`config.mk`:
```
export PLATFORM = sky130hd
export DESIGN_NAME = bit_entry_conditioner
export DESIGN_NICKNAME = d
export VERILOG_FILES = /design/src/rtl/bit_entry_conditioner_pkg.sv /design/src/rtl/bit_entry_conditioner_sync2.sv /design/src/rtl/bit_entry_conditioner.sv
export SDC_FILE = /design/constraint.sdc
export NUM_CORES = 1
export LEC_CHECK = 0
export ABC_AREA = 1
export BUFFER_PORTS_ARGS = -buffer_cell sky130_fd_sc_hd__clkbuf_2
export CAP_MARGIN = 15
export CORE_UTILIZATION = 40
export DETAILED_ROUTE_END_ITERATION = 12
export SLEW_MARGIN = 15
export SYNTH_ARGS = -nofsm -noshare
export SYNTH_HDL_FRONTEND = slang
export SYNTH_SLANG_ARGS = --single-unit
```
`constraint.sdc`:
```
create_clock -name mclk -period 2.4 [get_ports mclk]
set_clock_uncertainty 0.1 [all_clocks]
set_input_delay 0.24 -clock mclk [delete_from_list [all_inputs] [get_ports mclk]]
set_output_delay 0.24 -clock mclk [all_outputs]
set_load 0.02 [all_outputs]
```
`src/rtl/bit_entry_conditioner_pkg.sv`:
```
// Shared definitions for the bit-entry front end.
//   state_e           : conditioner FSM states
//   PAT_*             : synchronized button pattern encoding {P1, P0}
//   DEF_TICK_DIV      : default mclk cycles per debounce sample tick
//   DEF_STABLE_TICKS  : default stable ticks required for press/release
package bit_entry_conditioner_pkg;

  typedef enum logic [2:0] {
    ST_IDLE      = 3'd0,
    ST_DEB_PRESS = 3'd1,
    ST_HELD      = 3'd2,
    ST_DEB_REL   = 3'd3,
    ST_LOCKOUT   = 3'd4
  } state_e;

  localparam logic [1:0] PAT_NONE = 2'b00;
  localparam logic [1:0] PAT_ZERO = 2'b01;
  localparam logic [1:0] PAT_ONE  = 2'b10;
  localparam logic [1:0] PAT_BOTH = 2'b11;

  localparam int unsigned DEF_TICK_DIV     = 262144;
  localparam int unsigned DEF_STABLE_TICKS = 4;

endpackage

```
`src/rtl/bit_entry_conditioner_sync2.sv`:
```
// Two-flop synchronizer for one asynchronous input.
//   clk_i  : destination clock
//   rst_ni : asynchronous active-low reset (clears both flops)
//   d_i    : asynchronous input
//   q_o    : synchronized output, two clk_i edges of latency
module bit_entry_conditioner_sync2 (
  input  logic clk_i,
  input  logic rst_ni,
  input  logic d_i,
  output logic q_o
);

  logic meta_q;
  logic sync_q;

  always_ff @(posedge clk_i or negedge rst_ni) begin
    if (!rst_ni) begin
      meta_q <= 1'b0;
      sync_q <= 1'b0;
    end else begin
      meta_q <= d_i;
      sync_q <= meta_q;
    end
  end

  assign q_o = sync_q;

endmodule

```
`src/rtl/bit_entry_conditioner.sv`:
```
// Push-button front end for the serial bit-entry detector. Synchronizes the
// two raw buttons, debounces them on an internal sample tick and produces
// clean single-cycle mclk-domain strobes.
//   mclk      : system clock, rising edge
//   Reset     : asynchronous active-low reset
//   P0 / P1   : raw async active-high buttons (enter bit 0 / bit 1)
//   bit_valid : one-cycle strobe, a debounced bit was accepted
//   bit_val   : value of the last accepted bit (held)
//   conflict  : one-cycle strobe, both buttons seen pressed
//   busy      : FSM not in IDLE
//   bit_count : accepted-bit counter, wraps silently
module bit_entry_conditioner
  import bit_entry_conditioner_pkg::*;
#(
  parameter int unsigned TICK_DIV     = DEF_TICK_DIV,
  parameter int unsigned STABLE_TICKS = DEF_STABLE_TICKS,
  parameter int unsigned CNT_W        = 8
) (
  input  logic             mclk,
  input  logic             Reset,
  input  logic             P0,
  input  logic             P1,
  output logic             bit_valid,
  output logic             bit_val,
  output logic             conflict,
  output logic             busy,
  output logic [CNT_W-1:0] bit_count
);

  localparam int unsigned      TCW       = (TICK_DIV > 2) ? $clog2(TICK_DIV) : 1;
  localparam logic [TCW-1:0]   TICK_LAST = TCW'(TICK_DIV - 1);
  localparam logic [TCW-1:0]   TC_ONE    = TCW'(1);
  localparam logic [3:0]       STB_MAX   = 4'(STABLE_TICKS);
  localparam logic [CNT_W-1:0] CNT_ONE   = CNT_W'(1);

  // Synchronizers
  logic s0;
  logic s1;

  bit_entry_conditioner_sync2 u_sync_p0 (
    .clk_i  (mclk),
    .rst_ni (Reset),
    .d_i    (P0),
    .q_o    (s0)
  );

  bit_entry_conditioner_sync2 u_sync_p1 (
    .clk_i  (mclk),
    .rst_ni (Reset),
    .d_i    (P1),
    .q_o    (s1)
  );

  // Sample tick generator
  logic [TCW-1:0] tick_cnt_q;
  logic           tick;

  assign tick = (tick_cnt_q == TICK_LAST);

  always_ff @(posedge mclk or negedge Reset) begin
    if (!Reset) begin
      tick_cnt_q <= '0;
    end else if (tick) begin
      tick_cnt_q <= '0;
    end else begin
      tick_cnt_q <= tick_cnt_q + TC_ONE;
    end
  end

  // Debounce FSM
  state_e     state_q, state_d;
  logic       cand_q, cand_d;     // candidate bit value while debouncing a press
  logic [3:0] stb_q, stb_d;
  logic [3:0] stb_inc;
  logic [1:0] pat;
  logic       pat_is_one;
  logic       accept;
  logic       accept_val;
  logic       conf;

  assign pat        = {s1, s0};
  assign pat_is_one = (pat == PAT_ONE);
  assign stb_inc    = stb_q + 4'd1;

  always_ff @(posedge mclk or negedge Reset) begin
    if (!Reset) begin
      state_q <= ST_IDLE;
      cand_q  <= 1'b0;
      stb_q   <= '0;
    end else begin
      state_q <= state_d;
      cand_q  <= cand_d;
      stb_q   <= stb_d;
    end
  end

  always_comb begin
    state_d    = state_q;
    cand_d     = cand_q;
    stb_d      = stb_q;
    accept     = 1'b0;
    accept_val = cand_q;
    conf       = 1'b0;

    if (tick) begin
      unique case (state_q)
        ST_IDLE: begin
          if (pat == PAT_ZERO || pat == PAT_ONE) begin
            cand_d = pat_is_one;
            stb_d  = 4'd1;
            // A single stable tick is enough: accept without visiting DEB_PRESS.
            if (STB_MAX == 4'd1) begin
              state_d    = ST_HELD;
              accept     = 1'b1;
              accept_val = pat_is_one;
            end else begin
              state_d = ST_DEB_PRESS;
            end
          end else if (pat == PAT_BOTH) begin
            state_d = ST_LOCKOUT;
            conf    = 1'b1;
          end
        end

        ST_DEB_PRESS: begin
          if (pat == PAT_NONE) begin
            state_d = ST_IDLE;
          end else if (pat == PAT_BOTH) begin
            state_d = ST_LOCKOUT;
            conf    = 1'b1;
          end else if (pat_is_one == cand_q) begin
            stb_d = stb_inc;
            if (stb_inc >= STB_MAX) begin
              state_d    = ST_HELD;
              accept     = 1'b1;
              accept_val = cand_q;
            end
          end else begin
            cand_d = pat_is_one;
            stb_d  = 4'd1;
          end
        end

        ST_HELD: begin
          if (pat == PAT_NONE) begin
            stb_d   = 4'd1;
            state_d = (STB_MAX == 4'd1) ? ST_IDLE : ST_DEB_REL;
          end else if (pat == PAT_BOTH) begin
            state_d = ST_LOCKOUT;
            conf    = 1'b1;
          end
        end

        ST_DEB_REL: begin
          if (pat == PAT_NONE) begin
            stb_d = stb_inc;
            if (stb_inc >= STB_MAX) begin
              state_d = ST_IDLE;
            end
          end else begin
            state_d = ST_HELD;
          end
        end

        ST_LOCKOUT: begin
          if (pat == PAT_NONE) begin
            stb_d   = 4'd1;
            state_d = (STB_MAX == 4'd1) ? ST_IDLE : ST_DEB_REL;
          end
        end

        default: begin
          state_d = ST_IDLE;
        end
      endcase
    end
  end

  // Registered outputs
  logic             bit_valid_q;
  logic             bit_val_q;
  logic             conflict_q;
  logic [CNT_W-1:0] bit_count_q;

  always_ff @(posedge mclk or negedge Reset) begin
    if (!Reset) begin
      bit_valid_q <= 1'b0;
      bit_val_q   <= 1'b0;
      conflict_q  <= 1'b0;
      bit_count_q <= '0;
    end else begin
      bit_valid_q <= accept;
      conflict_q  <= conf;
      if (accept) begin
        bit_val_q   <= accept_val;
        bit_count_q <= bit_count_q + CNT_ONE;
      end
    end
  end

  assign bit_valid = bit_valid_q;
  assign bit_val   = bit_val_q;
  assign conflict  = conflict_q;
  assign bit_count = bit_count_q;
  assign busy      = (state_q != ST_IDLE);

endmodule

```
==> results of run 1 <==
-- area by class of cell --
| cell class | count | area, sq um |
|---|---|---|
| Tap cell | 72 | 90.1 |
| Sequential cell | 41 | 1030 |
| Fill cell | 558 | 2970 |
| Clock inverter | 2 | 35.0 |
| Clock buffer | 5 | 68.8 |
| Multi-Input combinational cell | 204 | 1170 |
| Timing Repair Buffer | 21 | 128 |
| Inverter | 31 | 116 |
-- per-layer routing --
metal / vias to the layer above / GRT usage / share of wire
met3: 2 / 0.0345 / 0.032
met4: 0 / 0.0545 / 0.0068
met2: 29 / 0.247 / 0.46
met5: - / 0 / 0
li1: 949 / - / -
met1: 886 / 0.223 / 0.50
-- registers in the layout (all words and copies together), names as in the netlist --
name,cells
tick_cnt_q,18
bit_count,8
stb_q,4
state_q,3
bit_val,1
bit_valid,1
cand_q,1
conflict,1
u_sync_p0.meta_q,1
u_sync_p0.q_o,1
u_sync_p1.meta_q,1
u_sync_p1.q_o,1
-- how the worst max path moves through the flow --
stage / startpoint / endpoint / cells after the start
3_3_place_gp: tick_cnt_q[0] / bit_count[2] / 9
2_1_floorplan: tick_cnt_q[0] / stb_q[0] / 11
4_1_cts: tick_cnt_q[0] / bit_count[6] / 9
3_5_place_dp: tick_cnt_q[0] / bit_count[6] / 9
6_report: tick_cnt_q[0] / bit_count[6] / 9
5_1_grt: tick_cnt_q[0] / bit_count[6] / 9
-- power breakdown --
group,switching (W),total [W],internal (W),leakage [nW]
Clock,0.000222,0.000524,0.000302,0.0540
Combinational,0.0000293,0.0000428,0.0000135,0.759
Sequential,0.00000155,0.000695,0.000694,0.549
-- per-stage QoR --
step                area, sq um  std cells  setup slack [ps]  hold slack (ps)   util
detailed placement         2500        366               575              215  0.446
global route               2640        376               372              260  0.470
finish                     2640        376               564              252  0.470
floorplan                  2370        282               727             -156      -
CTS                        2640        376               553              256  0.470
global placement           2500        366               622              199  0.446
-- cell usage after synthesis, types with 2 or more instances --
| master | n |
|---|---|
| nor3_1 | 8 |
| buf_4 | 2 |
| nor2_1 | 22 |
| xor2_1 | 15 |
| buf_6 | 3 |
| nor2_4 | 7 |
| o21ai_1 | 7 |
| nand2_2 | 4 |
| nand4_1 | 12 |
| o21ai_0 | 9 |
| xnor2_1 | 6 |
| ha_1 | 6 |
| dfrtp_1 | 41 |
| nand3_1 | 24 |
| nand2_4 | 3 |
| o211ai_1 | 3 |
| inv_1 | 30 |
| nand2_1 | 70 |
-- repair_timing --
item | in CTS | in global routing
hold endpoints to repair | 26 | 0
gates resized for setup | 0 | 0
hold buffers | 3 | 0
-- kinds of logic after synthesis --
family	share of synthesized area
compound gates	0.0454
xor+xnor	0.0777
fa+ha+maj	0.0317
buf+inv	0.0719
flops	0.433
simple gates	0.340
==> results.ini, run 1 <==
[synth]
ys_top_cells_by_area = dfrtp_1 (43%), nand2_1 (11%), xor2_1 (5.5%)
ys_types = 28
synth-seq-cells = 41
yosysWarnings = 0
synth_cells = 282
seq_area_frac_synth = 0.433
avgSynthCellArea_sq_um = 8.39
syn-num-nets = 292
synth_top_area_cell = dfrtp_1
async_reset_ff_frac = 1.00
synth_ff_type = dfrtp_1
synth-edff-count = 0
synth_top_area_share = 0.433
netlist_area_sq_um = 2370

[placement]
routabilityCongestion = 0.864
dp_hpwl_mm = 3.37
io_buffer_count = 15

[clock_network]
clk_root_buffer_cell = clkbuf_8
cts.sinks = 41
clk_latency_ps = 280
htreeDepth = 2
cts.clk_slew.worst_paths_ps = 80
numCtsBuffers = 5
cts_tree = done
clk_path_buf_depth = 2
postCtsSetupRepairBufs = 0

[hold_path]
hold_depth = 0
hold_class = register to register
min_to = u_sync_p1.q_o
timing.hold.worst.start = u_sync_p1.meta_q

[sta]
rsz0062_at_grt = no
fmax_mhz = 545
fin_setup_tns_ps = 0
post-route-period-util = 0.765
hold_viol_final = 0
tightest_slew_ps = 638
setup_viol = 0
finalMaxSlewViolations = 0
finalCriticalPeriod_ps = 1840
maxSlewHeadroom = 0.575

[layout]
drive_gt1_frac = 0.151
layout.nets = 314
final_cell_mix = nand2_1 (70), dfrtp_1 (41), inv_1 (30)
syn_to_final_growth_pct = 11.3
mostFrequentLayoutCell = nand2_1
insertedDiodeCount = 0

[floorplanning]
rows = 27
dieArea_sq_um = 6230
die_h_um = 78.9
io_pins = 16
die_w_um = 78.9
initial_utilization = 0.422
coreArea_sq_um = 5610

[detailed_routing]
vias = 1866
routed_wl_mm = 4.43
drt_iter0_markers = 97
drc = 0
drt_pass1_iterations = 4
drtAntennaViolNets = 0
vias_per_cell = 4.96
routedWlPerCell_um = 11.8

[worst_setup_path]
worstSetupPathType = register to register
end_kind = register
worstPathMaxFanout = 12
cp.buffers_inverters = 0
cp_cell_sequence = ha_1, nand2_2, nor2_4, nand2_4, nor2_4, nand2_4, nor2_4, nand2_1, o21ai_1
slowest_stage = dfrtp_1
reg2reg_slack_ps = 560
max_stage_delay_ps = 400
worstReg2RegEnd = bit_count[6]
critical-path-top-delay-family = simple AND/OR/NAND/NOR gates
arrival_ps = 1950
r2r-start = tick_cnt_q[0]
ff2ff_path_depth = 9
worst_ep_required_time_ps = 2520
crit_top_cell = nor2_4
cp-start-kind = register

[global_route]
grt_overflow = 0
grt_pass1_vias = 1744
grt_max_degree = 27
track_usage = 0.160
grt_pass1_wl_mm = 7.85
antenna_found_initial = 0

[power]
p_leak_nw = 1.36
max-vdd-ir-drop_mv = 0.369
powerDensity_nw_per_um2 = 479
power_w = 0.00126

[outcome]
status = complete, no violations

[flow_run]
max-cap-violations = 0

Power figures use the tool's default switching activity.
==> run 2, diff against run 1 <==
Clock period 2.4 ns to 1.7 ns, I/O delays scaled along.
==> run 2 against run 1 <==
  * Utilization is 5.1 points higher
  * Count of clock-buffer cells in the layout stayed put
  * Critical path depth is 1 higher
  * Worst hold slack worse by 0.67 ps
  * Largest power group unchanged
  * Sequential power is 41% higher
  * Register-to-register slack worse by 540 ps
  * Final cell count is 6.6% higher
  * Global-route usage hardly changed
  * Non-clock buffer count is 22 higher
  * Sequential share of layout area is 3.8 points lower
  * Worst setup slack worse by 540 ps
  * Critical path type unchanged
==> results.ini, run 2 (synthesis gave the netlist of run 1 again) <==
[global_route]
antenna_found_initial = 0  ; unchanged
track_usage = 0.160  ; about the same
grt_pass1_vias = 1703  ; -2.4%
grt_max_degree = 25  ; -7.4%
grt_pass1_wl_mm = 7.82  ; -0.36%
grt_overflow = 0  ; unchanged

[power]
sequentialPowerShare = 0.583  ; +0.032
combPwrFrac = 0.042  ; +0.008
powerDensity_nw_per_um2 = 577  ; +20%
p_int_w = 0.00129  ; +27%
p_sw_w = 0.000397  ; +57%
switching_share = 0.236  ; +0.0358
max-vdd-ir-drop_mv = 0.465  ; +26%
clkPwrFrac = 0.375  ; -0.040
p_leak_nw = 1.49  ; +9.3%

[layout]
mostFrequentLayoutCell = nand2_1
final_cell_mix = nand2_1 (67), dfrtp_1 (40), inv_1 (28)
top_register = tick_cnt_q
insertedDiodeCount = 0  ; unchanged
drive_gt1_frac = 0.264  ; +0.113
largest_register_ffs = 18  ; unchanged
layout.nets = 338  ; +7.6%
fin_util = 0.521  ; +0.0509
syn_to_final_growth_pct = 23.4

[sta]
post-route-period-util = 0.983  ; +0.218
rsz0062_at_grt = yes
finalMaxSlewViolations = 0  ; unchanged
fmax_mhz = 598  ; +9.8%
hold_viol_final = 0  ; unchanged
maxSlewHeadroom = 0.667  ; +0.0918
fin_ws_ps = 28.1  ; -536 ps
setup_viol = 0  ; unchanged
tightest_slew_ps = 500  ; -138 ps
fin_setup_tns_ps = 0  ; unchanged
finalCriticalPeriod_ps = 1670  ; -164 ps

[hold_path]
hold_class = register to register
min_to = u_sync_p1.q_o
timing.hold.worst.start = u_sync_p1.meta_q
hold_depth = 0  ; unchanged

[detailed_routing]
drt_pass1_iterations = 4  ; unchanged
vias = 1933  ; +3.6%
routed_wl_mm = 4.81  ; +8.6%
routedWlPerCell_um = 12.0  ; +1.8%
vias_per_cell = 4.82  ; -2.9%
drt_iter0_markers = 98  ; +1.0%
drtAntennaViolNets = 0  ; unchanged
drc = 0  ; unchanged

[clock_network]
cts.sinks = 41  ; unchanged
clk_path_buf_depth = 2  ; unchanged
htreeDepth = 2  ; unchanged
clk_root_buffer_cell = clkbuf_8
numCtsBuffers = 5  ; unchanged
cts_tree = done
clk_latency_ps = 290  ; about the same
cts.clk_slew.worst_paths_ps = 80  ; about the same

[worst_setup_path]
worstPathMaxFanout = 5  ; -7
arrival_ps = 1760  ; -190 ps
worstSetupPathType = register to register
end_kind = register
cp-start-kind = register
worst_ep_required_time_ps = 1790  ; -730 ps
r2r-start = tick_cnt_q[1]
worstReg2RegEnd = stb_q[2]
reg2reg_slack_ps = 30  ; -540 ps
ff2ff_path_depth = 10  ; +1

[floorplanning]
die_w_um = 78.9  ; unchanged
rows = 27  ; unchanged
io_pins = 16  ; unchanged
initial_utilization = 0.422  ; unchanged
die_h_um = 78.9  ; unchanged
dieArea_sq_um = 6230  ; unchanged
coreArea_sq_um = 5610  ; unchanged

[outcome]
status = complete, no violations

[flow_run]
max-cap-violations = 0  ; unchanged

[placement]
routabilityCongestion = 0.842  ; -2.5%
io_buffer_count = 15  ; unchanged
dp_hpwl_mm = 3.39  ; +0.46%
dp_slack_ps = -10.8  ; -585 ps

==> run 2: changes by cell type in the layout (fill, tap and decap cells not counted), moves of 3 or more <==
cell	change
buf_4	+19
ha_1	-4
nand2_1	-3
o21ai_2	+3
==> run 2: timing repair <==
action / CTS / global route
pin swaps: 1 / 10
endpoints found under the setup margin: 9 / 30
cloned: 1 / 1
resized for setup: 3 / 24
buffers inserted: 0 / 9
hold buffers: 3 / 0
endpoints found under the hold margin: 19 / 0
==> run 2: power by group through the flow <==
stage	logic, W	registers [W]	clock network, W
2_1_floorplan	0.0000244	0.00100	0
3_3_place_gp	0.0000582	0.00100	0
3_5_place_dp	0.0000601	0.00100	0
4_1_cts	0.0000661	0.000981	0.000659
5_1_grt	0.0000809	0.000982	0.000703
6_report	0.0000715	0.000981	0.000632
==> run 2: metrics by stage <==
| step | total power (W) | cell area [sq um] | std cells | hold WS [ps] |
|---|---|---|---|---|
| finish | 0.00168 | 2920 | 401 | 251 |
| detailed placement | 0.00106 | 2610 | 379 | 62.3 |
| global placement | 0.00106 | 2610 | 379 | 55.8 |
| CTS | 0.00171 | 2750 | 391 | 253 |
| floorplan | 0.00102 | 2370 | 282 | -226 |
| global route | 0.00177 | 2920 | 401 | 263 |
==> run 2: worst max-delay path: stages, from the launching register on <==
cell and delay [ps]:
dfrtp_1 400, ha_4 170, nand2_4 50, nor2_4 130
nand2_4 90, nor2_4 170, nand2_8 110, nor2_8 160
nand2_4 80, nand2_1 60, nand2_1 50
==> run 2: cell type report <==
class                           instances  area [sq um]
Clock buffer                            5          68.8
Clock inverter                          3          17.5
Fill cell                             561          2690
Inverter                               31           116
Multi-Input combinational cell        206          1290
Sequential cell                        41          1030
Tap cell                               72          90.1
Timing Repair Buffer                   43           313
==> run 2: worst max path at each step <==
stage,slack [ps],cells past startpoint,end,startpoint
after floorplan,30,11,stb_q[0],tick_cnt_q[0]
after global placement,30,8,stb_q[3],u_sync_p0.q_o
after detailed placement,-10,9,bit_count[3],tick_cnt_q[0]
after CTS,10,8,bit_count[7],u_sync_p0.q_o
after global routing,-60,10,stb_q[2],tick_cnt_q[1]
final,30,10,stb_q[2],tick_cnt_q[1]
==> run 2: layer usage <==
metal  GRT usage  vias up  wire [um]
li1            -     1003          -
met1       0.221      896       2420
met2       0.252       30       2200
met3      0.0391        4        148
met4      0.0382        0         40
met5           0        -          0
==> run 3, diff against run 2 <==
Settings changed: ABC_AREA 1 to unset, CORE_UTILIZATION 40 to 43.
==> run 3 against run 2 <==
  * The run now ends with negative setup slack left
  * First-iteration DRC count up 9.2%
  * Die area down 20%
  * Routed wire length down 5.3%
  * Final cell count down 21%
  * Cell area down 2.2%
  * Via count down 14%
  * Worst hold slack better by 8.3 ps
  * Maximum frequency down 15%
  * Non-clock buffer count up 30
  * Critical path type unchanged
  * Largest cell class unchanged
  * Highest routed layer unchanged
==> results.ini, run 3 <==
[clock_network]
cts_tree = done
cts.clk_slew.worst_paths_ps = 70  ; about the same
htreeDepth = 2  ; unchanged
clk_root_buffer_cell = clkbuf_8
clk_latency_ps = 290  ; about the same
numCtsBuffers = 5  ; unchanged
clk_path_buf_depth = 2  ; unchanged
cts.sinks = 41  ; unchanged

[hold_path]
hold_class = primary input to async pin

[power]
p_leak_nw = 1.36  ; -9.0%
powerDensity_nw_per_um2 = 618  ; +7.2%
max-vdd-ir-drop_mv = 0.456  ; -1.8%
power_w = 0.00177  ; +4.8%

[placement]
io_buffer_count = 15  ; unchanged
dp_slack_ps = -321  ; -310 ps
dp_hpwl_mm = 3.28  ; -3.1%
routabilityCongestion = 0.900  ; +6.9%
placed_cells = 302  ; -20%

[layout]
mostFrequentLayoutCell = buf_4
fin_util = 0.647  ; +0.126
stdcell_count = 318  ; -21%
layout.nets = 275  ; -19%
largest_register_ffs = 18  ; unchanged
final_cell_mix = buf_4 (49), dfrtp_1 (40), nor2_1 (15)
syn_to_final_growth_pct = 42.1
insertedDiodeCount = 0  ; unchanged
top_register = tick_cnt_q
drive_gt1_frac = 0.410  ; +0.145

[floorplanning]
initial_utilization = 0.455  ; +0.0334
die_h_um = 70.4  ; -11%
die_w_um = 70.4  ; -11%
io_pins = 16  ; unchanged
rows = 24  ; -11%
coreArea_sq_um = 4410  ; -21%
dieArea_sq_um = 4950  ; -20%

[outcome]
status = complete, but fails checks
violations = negative setup slack

[worst_setup_path]
end_kind = register
worst_ep_required_time_ps = 1780  ; about the same
arrival_ps = 2050  ; +290 ps
worstPathMaxFanout = 4  ; -1
worstSetupPathType = register to register
cp-start-kind = register

[sta]
fin_ws_ps = -274  ; -302 ps
post-route-period-util = 1.16  ; +0.178
hold_ws_ps = 259  ; +8.31 ps
maxSlewHeadroom = 0.700  ; +0.0333
fmax_mhz = 507  ; -15%
rsz0062_at_grt = yes
hold_viol_final = 0  ; unchanged
tightest_slew_ps = 450  ; -49.9 ps
setup_viol = 19  ; +19
finalMaxSlewViolations = 0  ; unchanged
finalCriticalPeriod_ps = 1970  ; +302 ps

[synth]
async_reset_ff_frac = 1.00  ; unchanged
synth_top_area_share = 0.510  ; +0.0769
synth_top_area_cell = dfrtp_1
synth-seq-cells = 41  ; unchanged
yosysMostFrequentCell = dfrtp_1
synth-edff-count = 0  ; unchanged
avgSynthCellArea_sq_um = 10.6  ; +27%
ys_top_cells_by_area = dfrtp_1 (51%), xnor2_1 (6.5%), ha_1 (3.7%)
synth_commonest_cells = dfrtp_1 (41), nor2_1 (17), xnor2_1 (15), nand2_1 (14), nand3_1 (13)
seq_area_frac_synth = 0.510  ; +0.0769
synth_cells = 189  ; -33%
syn-num-nets = 199  ; -32%
ys_types = 38  ; +36%
synth_ff_type = dfrtp_1
yosysWarnings = 0  ; unchanged
netlist_area_sq_um = 2010  ; -15%

[detailed_routing]
drtAntennaViolNets = 0  ; unchanged
drt_iter0_markers = 107  ; +9.2%
vias_per_cell = 5.24  ; +8.7%
vias = 1666  ; -14%
drc = 0  ; unchanged
routed_wl_mm = 4.56  ; -5.3%
routedWlPerCell_um = 14.3  ; +19%
drt_pass1_iterations = 4  ; unchanged

[global_route]
grt_max_degree = 26  ; +4.0%
grt_overflow = 0  ; unchanged
grt_pass1_wl_mm = 7.79  ; -0.35%
antenna_found_initial = 0  ; unchanged
track_usage = 0.203  ; +0.0429
grt_pass1_vias = 1710  ; +0.41%

[flow_run]
max-cap-violations = 0  ; unchanged

[run 3: logic make-up (layout without fill, tap and decap cells)]
group,Yosys count,after routing,synth area share
muxes,8,8,0.0429
buffers and inverters,9,86,0.0168
DFF,41,41,0.510
and+or+nand+nor,79,79,0.215
xor gates and xnor gates,22,22,0.0958
AOI/OAI and AO/OA,24,24,0.0815
adders and majority gates,6,6,0.0373
[run 3: metal layers]
| metal | track usage | vias to the layer above | part of all wire |
|---|---|---|---|
| met2 | 0.350 | 32 | 0.51 |
| met1 | 0.243 | 807 | 0.44 |
| li1 | - | 818 | - |
| met4 | 0.0733 | 0 | 0.015 |
| met5 | 0 | - | 0 |
| met3 | 0.0505 | 9 | 0.031 |
[run 3: critical path, stage by stage (launching register included)]
cell and delay (ps):
dfrtp_1 400, ha_2 220, nor3_2 40, a41o_1 260, o211a_1 270, a211oi_2 210
mux2_2 360
[run 3: what timing repair did]
action / CTS / global route
setup endpoints to repair: 23 / 25
gates cloned: 0 / 0
hold endpoints to repair: 18 / 0
hold buffers: 3 / 0
pin swaps: 9 / 1
setup buffers: 4 / 2
resized for setup: 13 / 8
[run 3: final timing paths]
check	start	end	slack, ps	cells after the start
worst max-delay path	stb_q[1]	state_q[1]	-270	6
worst min-delay path	Reset	state_q[1]	260	2
worst max register to register	stb_q[1]	state_q[1]	-270	6
worst min register to register	u_sync_p1.meta_q	u_sync_p1.q_o	260	0
max in group asynchronous	Reset	tick_cnt_q[14]	760	3
min in group mclk	u_sync_p1.meta_q	u_sync_p1.q_o	260	0
[run 3: power breakdown]
| group | switching, W | leakage [nW] | internal [W] |
|---|---|---|---|
| registers | 0.00000339 | 0.548 | 0.000980 |
| clock network | 0.000320 | 0.0542 | 0.000367 |
| logic | 0.0000513 | 0.754 | 0.0000448 |
[run 3: layout make-up]
type,count,area [sq um]
clock buffers,7,96.3
clock inverters,1,5.00
fillers,361,1560
inverters,5,18.8
multi-input cells,139,1080
flip-flops and latches,41,1030
well taps,52,65.1
repair buffers,73,559
[run 3: metrics by stage]
stage / setup TNS, ps / cell area (sq um)
final: -3090 / 2860
after detailed placement: -3890 / 2620
after global routing: -5170 / 2860
after floorplan: -2950 / 2100
after global placement: -2740 / 2620
after CTS: -3450 / 2810
